File: src/rtl/memory_bus_arbiter.sv
`default_nettype none
// +----------------------------------------------------------------------------+
// | memory_bus_arbiter: shares one main-memory block port between the I-cache  |
// | refill path and the D-cache refill/writeback path.                         |
// | Option macro: ARB_ROUND_ROBIN_EN (alternating grant under contention).     |
// | Revision: 1.0                                                              |
// +----------------------------------------------------------------------------+
module memory_bus_arbiter #(
  parameter int ADDR_WIDTH  = 28,
  parameter int BLOCK_WIDTH = 128
) (
  input  logic                   clk,
  input  logic                   reset,
  input  logic                   i_read,
  input  logic [ADDR_WIDTH-1:0]  i_address,
  output logic [BLOCK_WIDTH-1:0] i_readdata,
  output logic                   i_busywait,
  input  logic                   d_read,
  input  logic                   d_write,
  input  logic [ADDR_WIDTH-1:0]  d_address,
  input  logic [BLOCK_WIDTH-1:0] d_writedata,
  output logic [BLOCK_WIDTH-1:0] d_readdata,
  output logic                   d_busywait,
  output logic                   mem_read,
  output logic                   mem_write,
  output logic [ADDR_WIDTH-1:0]  mem_address,
  output logic [BLOCK_WIDTH-1:0] mem_writedata,
  input  logic [BLOCK_WIDTH-1:0] mem_readdata,
  input  logic                   mem_busywait
);

  typedef enum logic [2:0] {
    S_IDLE     = 3'd0,
    S_I_ACCESS = 3'd1,
    S_D_ACCESS = 3'd2,
    S_I_DONE   = 3'd3,
    S_D_DONE   = 3'd4
  } state_t;

  localparam logic c_grant_i = 1'b0;
  localparam logic c_grant_d = 1'b1;

  state_t                 state_q, state_d;
  logic                   started_q, started_d;
  logic [BLOCK_WIDTH-1:0] rdata_q, rdata_d;
  logic                   last_grant_q, last_grant_d;

  logic w_i_req;
  logic w_d_req;
  logic w_d_wins;

  assign w_i_req = i_read;
  assign w_d_req = d_read | d_write;

  // Tie-break used only when both requesters are waiting in IDLE.
`ifdef ARB_ROUND_ROBIN_EN
  assign w_d_wins = (last_grant_q == c_grant_i);
`else
  assign w_d_wins = 1'b1;
`endif

  assign i_busywait = w_i_req & (state_q != S_I_DONE);
  assign d_busywait = w_d_req & (state_q != S_D_DONE);

  always_ff @(posedge clk or negedge reset) begin
    if (!reset) begin
      state_q      <= S_IDLE;
      started_q    <= 1'b0;
      rdata_q      <= '0;
      last_grant_q <= c_grant_i;
    end else begin
      state_q      <= state_d;
      started_q    <= started_d;
      rdata_q      <= rdata_d;
      last_grant_q <= last_grant_d;
    end
  end

  always_comb begin
    state_d       = state_q;
    started_d     = started_q;
    rdata_d       = rdata_q;
    last_grant_d  = last_grant_q;
    mem_read      = 1'b0;
    mem_write     = 1'b0;
    mem_address   = '0;
    mem_writedata = '0;
    i_readdata    = '0;
    d_readdata    = '0;

    case (state_q)
      S_IDLE: begin
        if (w_i_req && w_d_req) begin
          state_d = w_d_wins ? S_D_ACCESS : S_I_ACCESS;
        end else if (w_i_req) begin
          state_d = S_I_ACCESS;
        end else if (w_d_req) begin
          state_d = S_D_ACCESS;
        end
      end

      S_I_ACCESS: begin
        mem_read    = 1'b1;
        mem_address = i_address;
        if (!started_q) begin
          started_d = 1'b1;
        end else if (!mem_busywait) begin
          rdata_d      = mem_readdata;
          started_d    = 1'b0;
          state_d      = S_I_DONE;
          last_grant_d = c_grant_i;
        end
      end

      S_D_ACCESS: begin
        // Write dominates; a read strobe stays up if the request is dropped mid-access.
        mem_write     = d_write;
        mem_read      = ~d_write;
        mem_address   = d_address;
        mem_writedata = d_writedata;
        if (!started_q) begin
          started_d = 1'b1;
        end else if (!mem_busywait) begin
          rdata_d      = mem_readdata;
          started_d    = 1'b0;
          state_d      = S_D_DONE;
          last_grant_d = c_grant_d;
        end
      end

      S_I_DONE: begin
        i_readdata = rdata_q;
        state_d    = S_IDLE;
      end

      S_D_DONE: begin
        d_readdata = rdata_q;
        state_d    = S_IDLE;
      end

      default: begin
        state_d = S_IDLE;
      end
    endcase
  end

endmodule
`default_nettype wire

File: config.mk
export PLATFORM = sky130hd
export DESIGN_NAME = memory_bus_arbiter
export DESIGN_NICKNAME = d
export VERILOG_FILES = /design/src/rtl/memory_bus_arbiter.sv
export SDC_FILE = /design/constraint.sdc
export NUM_CORES = 1
export LEC_CHECK = 0
export ABC_AREA = 1
export CAP_MARGIN = 10
export CORE_AREA = 4 4 284 286
export CTS_CLUSTER_DIAMETER = 30
export CTS_CLUSTER_SIZE = 16
export DETAILED_ROUTE_END_ITERATION = 10
export DIE_AREA = 0 0 288 290
export GPL_TIMING_DRIVEN = 0
export HOLD_SLACK_MARGIN = 0.02
export PLACE_DENSITY_LB_ADDON = 0.05
export SKIP_LAST_GASP = 1
export SLEW_MARGIN = 30
export SYNTH_ARGS = -nofsm -noshare
export SYNTH_HDL_FRONTEND = slang
export SYNTH_SLANG_ARGS = --single-unit
File: constraint.sdc
create_clock -name clk -period 4.5 [get_ports clk]
set_clock_uncertainty 0.1 [all_clocks]
set_input_delay 1.125 -clock clk [delete_from_list [all_inputs] [get_ports clk]]
set_output_delay 1.125 -clock clk [all_outputs]
set_load 0.03 [all_outputs]
==> results of run 1 <==
## state kept, by name, summed over array words and instances (netlist names)
name / flops
started_q: 1
rdata_q: 128
state_q: 3
## kinds of logic (layout without fill, tap and decap cells)
family,Yosys count,in the layout,share of synthesized area
AOI/OAI and AO/OA,31,31,0.0232
buffers and inverters,412,1178,0.200
other,0,4,0
DFF,132,132,0.397
and+or+nand+nor,791,791,0.380
## power groups by stage
stage	logic (mW)	registers, mW	clock network [mW]
2_1_floorplan	3.46	1.96	0
3_3_place_gp	6.45	2.04	0
3_5_place_dp	6.43	2.05	0
4_1_cts	6.46	2.03	1.65
5_1_grt	6.82	2.10	1.69
6_report	6.22	2.02	1.57
## final cells by class
class	count	share of cell area
antenna	4	0.000567
buffer	90	0.0257
clock buffer	18	0.0243
clock inverter	14	0.0113
inverter	322	0.0685
multi-input combinational	822	0.190
sequential	132	0.187
tap	1050	0.0745
timing repair buffer	734	0.418
## synthesized netlist by cell type
cell	instances
buf_1	4
buf_2	59
buf_4	9
buf_6	1
clkbuf_1	17
dfrtp_1	132
inv_1	318
inv_2	4
nand2_1	264
nand2_2	1
nand3_1	129
nand3_2	2
nand4_1	2
nor2_1	390
nor2_2	1
nor3_1	1
nor3_2	1
o21ai_0	2
o22ai_1	28
o31ai_1	1
## worst max-delay path by stage
| stage | from | endpoint | slack [ps] |
|---|---|---|---|
| 6_report | state_q[1] | d_readdata[104] | 320 |
| 5_1_grt | state_q[0] | d_readdata[104] | 50 |
| 4_1_cts | state_q[1] | d_readdata[104] | 140 |
| 3_5_place_dp | i_address[6] | mem_address[6] | 520 |
| 3_3_place_gp | reset | rdata_q[121] | -4500 |
| 2_1_floorplan | d_write | mem_read | 1460 |
## per-stage QoR
step	util	worst slack [ps]	std cells	hold slack (ps)	setup TNS, ps
floorplan	-	1460	1366	342	0
global placement	0.217	-4500	3149	356	-589480
detailed placement	0.217	517	3150	358	0
CTS	0.225	143	3182	373	0
global route	0.225	51.8	3183	390	0
finish	0.225	324	3186	366	0
## critical path, cell delays in order, from the launching register on
cell and delay [ps]:
dfrtp_1 420, inv_2 100, nand2_1 80, nor2_1 250, inv_1 90, buf_2 320, buf_2 310, nor2_1 150
clkdlybuf4s50_1 750
## cell usage in the layout, fill, tap and decap left out, types with 17 or more instances in the layout
cell,netlist,routed
inv_1,318,318
clkbuf_16,0,17
dfrtp_1,132,132
clkdlybuf4s50_1,0,732
nor2_1,390,390
nand2_1,264,264
buf_2,59,59
o22ai_1,28,28
nand3_1,129,129
clkbuf_1,17,18
## layer usage
layer  vias up  part of all wire  global-route usage
met4        18            0.0059              0.0207
li1       5426                 -                   -
met1      5010              0.36               0.147
met2       402              0.55               0.290
met5         -            0.0018                   0
met3        33             0.088              0.0628
==> impl_metrics.yaml, run 1 <==
run_status:
  status: "finished, final reports clean"
route:
  detail-route-antenna-nets: 0
  drtIter0Drc: 399
  drt_wl_total_um: 63000
  firstDrtPassIters: 4
  num_vias: 10900
  routedWlPerCell_um: 19.8
  via_per_inst: 3.42
  drc: 0
power_and_ir_drop:
  p_per_area_mw_per_mm2: 556
  pwr-share-clk: 0.160
  comb_power_share: 0.634
  total_leakage_power_nw: 8.21
  power_mw: 9.81
  ir_drop_mv: 0.232
  internal_power_mw: 4.78
  p_seq_frac: 0.206
  netSwitchingPower_mw: 5.04
  swShare: 0.513
cells_and_area:
  drive_above_1_share: 0.0521
  fin_nets: 2437
  register_area_mm2: 0.00330
  area_growth_pct: 112
  multiInputGateArea_mm2: 0.00335
  n_fill_cell: 9031
  postLayoutCellArea_mm2: 0.0176
logic_synthesis:
  synth_cells: 1366
  synth_top_area_cell: "dfrtp_1"
  synth-seq-area-share: 0.397
  synth_nets: 1684
  syn_avg_cell_area_um2: 6.09
  yosys_warnings: 0
  ys_seq_elements: 132
  netlist.area_leader.share: 0.397
  synth.distinct_cells: 20
  synth_area_mm2: 0.00832
  netlist_top_cells_area: "dfrtp_1, nor2_1, inv_1"
cts:
  htreeDepth: 4
  clockBufferDepth: 2
  worstSkewPairLatency_ps: 470
  clk_pin_slew_ps: 60
  holdBufCountCts: 0
  cts_tree: "built"
  cts_setup_buffers: 0
  cts.sinks: 132
  cts_root_buffer: "clkbuf_16"
  numCtsBuffers: 17
  post_cts_resized: 0
timing:
  drv_slew: 0
  slew_headroom: 0.504
  post-route-min-period_ps: 4180
  finalCritPeriodShare: 0.928
  setup_viol: 0
  tightest_slew_ps: 744
  fmax_mhz: 239
  rsz0062_at_grt: "no"
  finalHoldViolations: 0
global_route:
  grt_pass1_wl_um: 88500
  grt.total_usage: 0.148
  globalRouteOverflowTotal: 0
  grt_max_degree: 70
  antenna_found_initial: 15
  grt_pass1_vias: 11800
placement:
  port_buffers: 733
  dpl.hpwl_um: 53200
  placed_cell_area_mm2: 0.0170
  routabilityCongestion: 0.843
min_path:
  hold_class: "flop to flop"
  hold_path_startpoint: "rdata_q[96]"
  whs_path_depth: 2
  hold_path_end: "rdata_q[96]"
die:
  start_util: 0.106
  die_area_mm2: 0.0835
  fp-row-count: 103
  ioPinCount: 734
  die_w_um: 288
  core_mm2: 0.0784
  die_y_um: 290
worst_setup_path:
  reg2reg_depth: 6
  r2r_slack_ps: 2430
  r2r_start: "started_q"
  endpoint_kind: "output port"
  cp.required_ps: 3270
  cp_max_fo: 10
  crit_arrival_ps: 2950
  crit_type: "flop to output port"
  rr_endpoint: "rdata_q[3]"
  critPathLaunchType: "flop"
flow_run:
  max_cap_violations: 0
No activity file was read; power rests on OpenSTA's default activity.
==> run 2: changes to the inputs <==
PLACE_DENSITY = 0.37   (was default)
PLACE_DENSITY_LB_ADDON = default   (was 0.05)
==> impl_metrics.yaml, run 2 (synthesis gave the netlist of run 1 again) <==
placement:
  dpl.hpwl_um: 52100
  routabilityCongestion: 0.892
  port_buffers: 733
min_path:
  hold_path_end: "rdata_q[59]"
  hold_class: "flop to flop"
  hold_path_startpoint: "rdata_q[59]"
  whs_path_depth: 2
worst_setup_path:
  cp_max_fo: 10
  cp.required_ps: 3270
  slowest_stage: "clkdlybuf4s50_1"
  rr_endpoint: "rdata_q[1]"
  critPathLaunchType: "flop"
  r2r_slack_ps: 2220
  r2r_start: "started_q"
  endpoint_kind: "output port"
  path_cells: "inv_2 > nand2_1 > nor2_1 > inv_1 > buf_2 > buf_2 > nor2_1 > clkdlybuf4s50_1"
  crit_type: "flop to output port"
  cp_slowest_stage_delay_ps: 730
  crit_arrival_ps: 3020
  reg2reg_depth: 6
timing:
  slew_headroom: 0.369
  tightest_slew_ps: 946
  setup_viol: 0
  finalCritPeriodShare: 0.944
  post-route-min-period_ps: 4250
  finalHoldViolations: 0
  drv_slew: 0
  fmax_mhz: 235
  rsz0062_at_grt: "no"
route:
  num_vias: 11100
  drt_wl_total_um: 61500
  detail-route-antenna-nets: 0
  routedWlPerCell_um: 19.3
  drtIter0Drc: 486
  via_per_inst: 3.48
  drc: 0
  firstDrtPassIters: 4
global_route:
  grt_pass1_vias: 11900
  grt_max_degree: 71
  grt.total_usage: 0.143
  globalRouteOverflowTotal: 0
  grt_pass1_wl_um: 85400
  antenna_found_initial: 17
cts:
  clockBufferDepth: 2
  post_cts_resized: 0
  cts_root_buffer: "clkbuf_16"
  numCtsBuffers: 17
  clk_pin_slew_ps: 70
  holdBufCountCts: 0
  cts_tree: "built"
  worstSkewPairLatency_ps: 460
  cts_setup_buffers: 0
  cts.sinks: 132
  htreeDepth: 4
power_and_ir_drop:
  internal_power_mw: 4.72
  swShare: 0.522
  p_seq_frac: 0.207
  pwr-share-clk: 0.152
  power_mw: 9.87
  ir_drop_mv: 0.255
  p_per_area_mw_per_mm2: 560
  comb_power_share: 0.640
  netSwitchingPower_mw: 5.15
  total_leakage_power_nw: 8.20
die:
  die_y_um: 290
  start_util: 0.106
  ioPinCount: 734
  fp-row-count: 103
  die_area_mm2: 0.0835
  die_w_um: 288
  core_mm2: 0.0784
cells_and_area:
  area_growth_pct: 112
  fin_nets: 2437
  postLayoutCoreUtil: 0.225
  regMostFlops: "rdata_q"
  final_common_cell: "clkdlybuf4s50_1"
  final_cell_mix: "clkdlybuf4s50_1, nor2_1, inv_1"
  largest_reg_flops: 128
  largestRegisters: "rdata_q (128), state_q (3), started_q (1)"
  drive_above_1_share: 0.0516
flow_run:
  max_cap_violations: 0
run_status:
  status: "finished, final reports clean"
## run 2: cell count changes in the layout (fill, tap and decap cells not counted), sizes merged
cell and delta:
bufinv -1, clkinv -2, diode +2, inv +2
## run 2: how the worst max path moves through the flow
stage                         start                end  slack [ps]  cells after the start
finish                   state_q[1]    d_readdata[101]         250                      8
global route             state_q[1]    d_readdata[101]          20                      8
CTS                      state_q[1]    d_readdata[100]          40                      8
detailed placement  d_writedata[71]  mem_writedata[71]         430                      4
global placement              reset       rdata_q[110]       -4030                      1
floorplan                   d_write           mem_read        1460                      1
## run 2: stage by stage
step / setup slack [ps] / setup TNS [ps] / std cells / hold slack [ps] / instance area [µm²]
after floorplan: 1460 / 0 / 1366 / 342 / 8320
after global placement: -4030 / -527920 / 3149 / 357 / 17000
after detailed placement: 430 / 0 / 3150 / 358 / 17000
after CTS: 43.5 / 0 / 3181 / 375 / 17600
after global routing: 24.9 / 0 / 3181 / 384 / 17600
final: 250 / 0 / 3187 / 370 / 17600
## run 2: critical path, delay by kind of cell (launching register included)
family                 cells  cell delay [ps]
and+or+nand+nor            3              540
DFF                        1              420
buffers and inverters      5             1580
## run 2: power by group through the flow
stage               Clock (mW)  Sequential [mW]  Combinational, mW
floorplan                    0             1.96               3.46
global placement             0             2.05               6.46
detailed placement           0             2.07               6.48
CTS                       1.60             2.05               6.50
global route              1.63             2.12               6.86
finish                    1.51             2.05               6.32
## run 2: routing by layer
| metal | GRT usage | wire length [µm] | vias up |
|---|---|---|---|
| met5 | 0 | 91 | - |
| met4 | 0.0674 | 2730 | 14 |
| met3 | 0.0543 | 5310 | 92 |
| met2 | 0.258 | 30900 | 491 |
| met1 | 0.145 | 22400 | 5066 |
| li1 | - | - | 5435 |
## run 2: layout make-up
cell class / instances / area [µm²]
clock inverter: 13 / 171
inverter: 322 / 1210
timing repair buffer: 734 / 7370
tap: 1050 / 1310
antenna: 6 / 15.0
buffer: 90 / 453
sequential: 132 / 3300
fill: 8935 / 60700
multi-input combinational: 822 / 3350
clock buffer: 18 / 429
==> run 3: changes to the inputs <==
ABC_AREA = default   (was 1)
CORE_AREA = 4 4 281 283   (was 4 4 284 286)
DIE_AREA = 0 0 285 287   (was 0 0 288 290)
==> impl_metrics.yaml, run 3 <==
global_route:
  grt_pass1_vias: 9272
  grt_max_degree: 69
  globalRouteOverflowTotal: 0
  grt.total_usage: 0.143
  antenna_found_initial: 12
  grt_pass1_wl_um: 80800
logic_synthesis:
  synth-seq-area-share: 0.419
  synth_cells: 758
  yosysMostFrequentCell: "and2_1"
  yosys_warnings: 0
  synth_top_flop_cell: "dfrtp_1"
  synth_nets: 1076
  netlist_top_cells_area: "dfrtp_1, and2_1, mux2_1"
  ys_seq_elements: 132
  netlist.area_leader.share: 0.419
  ys_async_sr_fraction: 1.00
  syn_avg_cell_area_um2: 10.4
  synth_edf_count: 0
  synth.distinct_cells: 22
  yosys-top-cells-count: "and2_1, dfrtp_1, mux2_1"
  synth_top_area_cell: "dfrtp_1"
  synth_area_mm2: 0.00788
route:
  drtIter0Drc: 208
  routedWlPerCell_um: 23.8
  drt_wl_total_um: 60900
  via_per_inst: 3.34
  firstDrtPassIters: 4
  detail-route-antenna-nets: 0
  num_vias: 8563
  drc: 0
timing:
  finalCritPeriodShare: 0.963
  slew_headroom: 0.413
  finalHoldViolations: 0
  rsz0062_at_grt: "no"
  setup_viol: 0
  drv_slew: 0
  tightest_slew_ps: 880
  post-route-min-period_ps: 4340
  fmax_mhz: 231
cells_and_area:
  regMostFlops: "rdata_q"
  largestRegisters: "rdata_q (128), state_q (3), started_q (1)"
  postLayoutCellArea_mm2: 0.0171
  final_cell_mix: "clkdlybuf4s50_1, and2_1, dfrtp_1"
  drive_above_1_share: 0.0539
  fin_cells: 2564
  fin_nets: 1829
  largest_reg_flops: 128
  final_common_cell: "clkdlybuf4s50_1"
  n_fill_cell: 8302
  area_growth_pct: 118
power_and_ir_drop:
  ir_drop_mv: 0.172
  p_per_area_mw_per_mm2: 562
  total_leakage_power_nw: 6.52
cts:
  cts_root_buffer: "clkbuf_16"
  numCtsBuffers: 17
  clockBufferDepth: 2
  clk_pin_slew_ps: 70
  worstSkewPairLatency_ps: 450
  cts.sinks: 132
  cts_tree: "built"
  htreeDepth: 4
worst_setup_path:
  critPathLaunchType: "flop"
  endpoint_kind: "output port"
  crit_type: "flop to output port"
  crit_arrival_ps: 3110
  cp_max_fo: 10
  cp.required_ps: 3270
placement:
  placed_cell_area_mm2: 0.0166
  placedCellCount: 2532
  port_buffers: 733
  dpl.hpwl_um: 52400
  routabilityCongestion: 0.985
min_path:
  hold_class: "flop to flop"
flow_run:
  max_cap_violations: 0
die:
  start_util: 0.103
  core_mm2: 0.0767
  die_y_um: 287
  ioPinCount: 734
  die_area_mm2: 0.0818
  fp-row-count: 102
  die_w_um: 285
run_status:
  status: "finished, final reports clean"
run 3: cell types whose count changed in the layout (fill, tap and decap cells not counted), sizes merged, moves of 53 or more:
| cell | change |
|---|---|
| and2 | +385 |
| nor2 | -387 |
| buf | -53 |
| inv | -326 |
| nand2 | -265 |
| mux2 | +129 |
| nand3 | -131 |
run 3: kinds of logic after synthesis:
family / count (synthesis) / share of synthesized area
AND/OR/NAND/NOR: 401 / 0.319
flip-flops: 132 / 0.419
multiplexers: 129 / 0.184
buffers and inverters: 65 / 0.0435
AO/OA/AOI/OAI: 30 / 0.0327
XOR/XNOR: 1 / 0.00111
run 3: final cells by class:
class                   count  area [µm²]  area share
repair buffers            735        7370       0.430
multi-input cells         561        4250       0.248
flip-flops and latches    132        3300       0.193
well taps                1040        1300      0.0759
clock buffers              22         464      0.0271
plain buffers              64         354      0.0207
clock inverters             8         103     0.00598
diodes                      2        5.00    0.000292
run 3: power by group:
group          switching, mW  total, mW  internal [mW]
logic                   3.42       5.95           2.53
registers              0.452       2.26           1.80
clock network          0.585       1.42          0.838
run 3: critical path, cell delays in order, from the launching register on:
cell	delay, ps
dfrtp_1	350
buf_2	180
and3b_1	280
clkbuf_4	340
clkbuf_1	510
and2_1	280
clkdlybuf4s50_1	710
run 3: stage by stage:
step                utilization  hold WS (ps)  power [mW]  setup WS [ps]  setup TNS [ps]
floorplan                     -           364        5.35           1670               0
global placement          0.215           375        8.30          -4310         -564210
detailed placement        0.216           386        8.36          -73.4            -591
CTS                       0.224           401        9.89           52.1               0
global route              0.223           415        10.2           7.78               0
finish                    0.224           396        9.63            164               0
run 3: final timing paths:
kind	endpoint	from	depth (start not counted)	slack [ps]
max in group asynchronous	rdata_q[119]	reset	2	2920
min	rdata_q[118]	rdata_q[118]	1	400
max	i_readdata[22]	state_q[2]	6	160
min reg2reg	rdata_q[118]	rdata_q[118]	1	400
max reg2reg	rdata_q[121]	state_q[0]	6	2160
min in group asynchronous	rdata_q[29]	reset	1	530
run 3: timing repair:
action	CTS	global route
pin swaps	1	0
setup endpoints to repair	123	9
gates resized for setup	17	0
buffers inserted	1	0
gates cloned	0	0
hold buffers	0	0
run 3: metal layers:
layer	global-route usage	share of wire
met2	0.262	0.52
met3	0.0577	0.093
met4	0.0329	0.013
met1	0.153	0.37
met5	0	0.00062
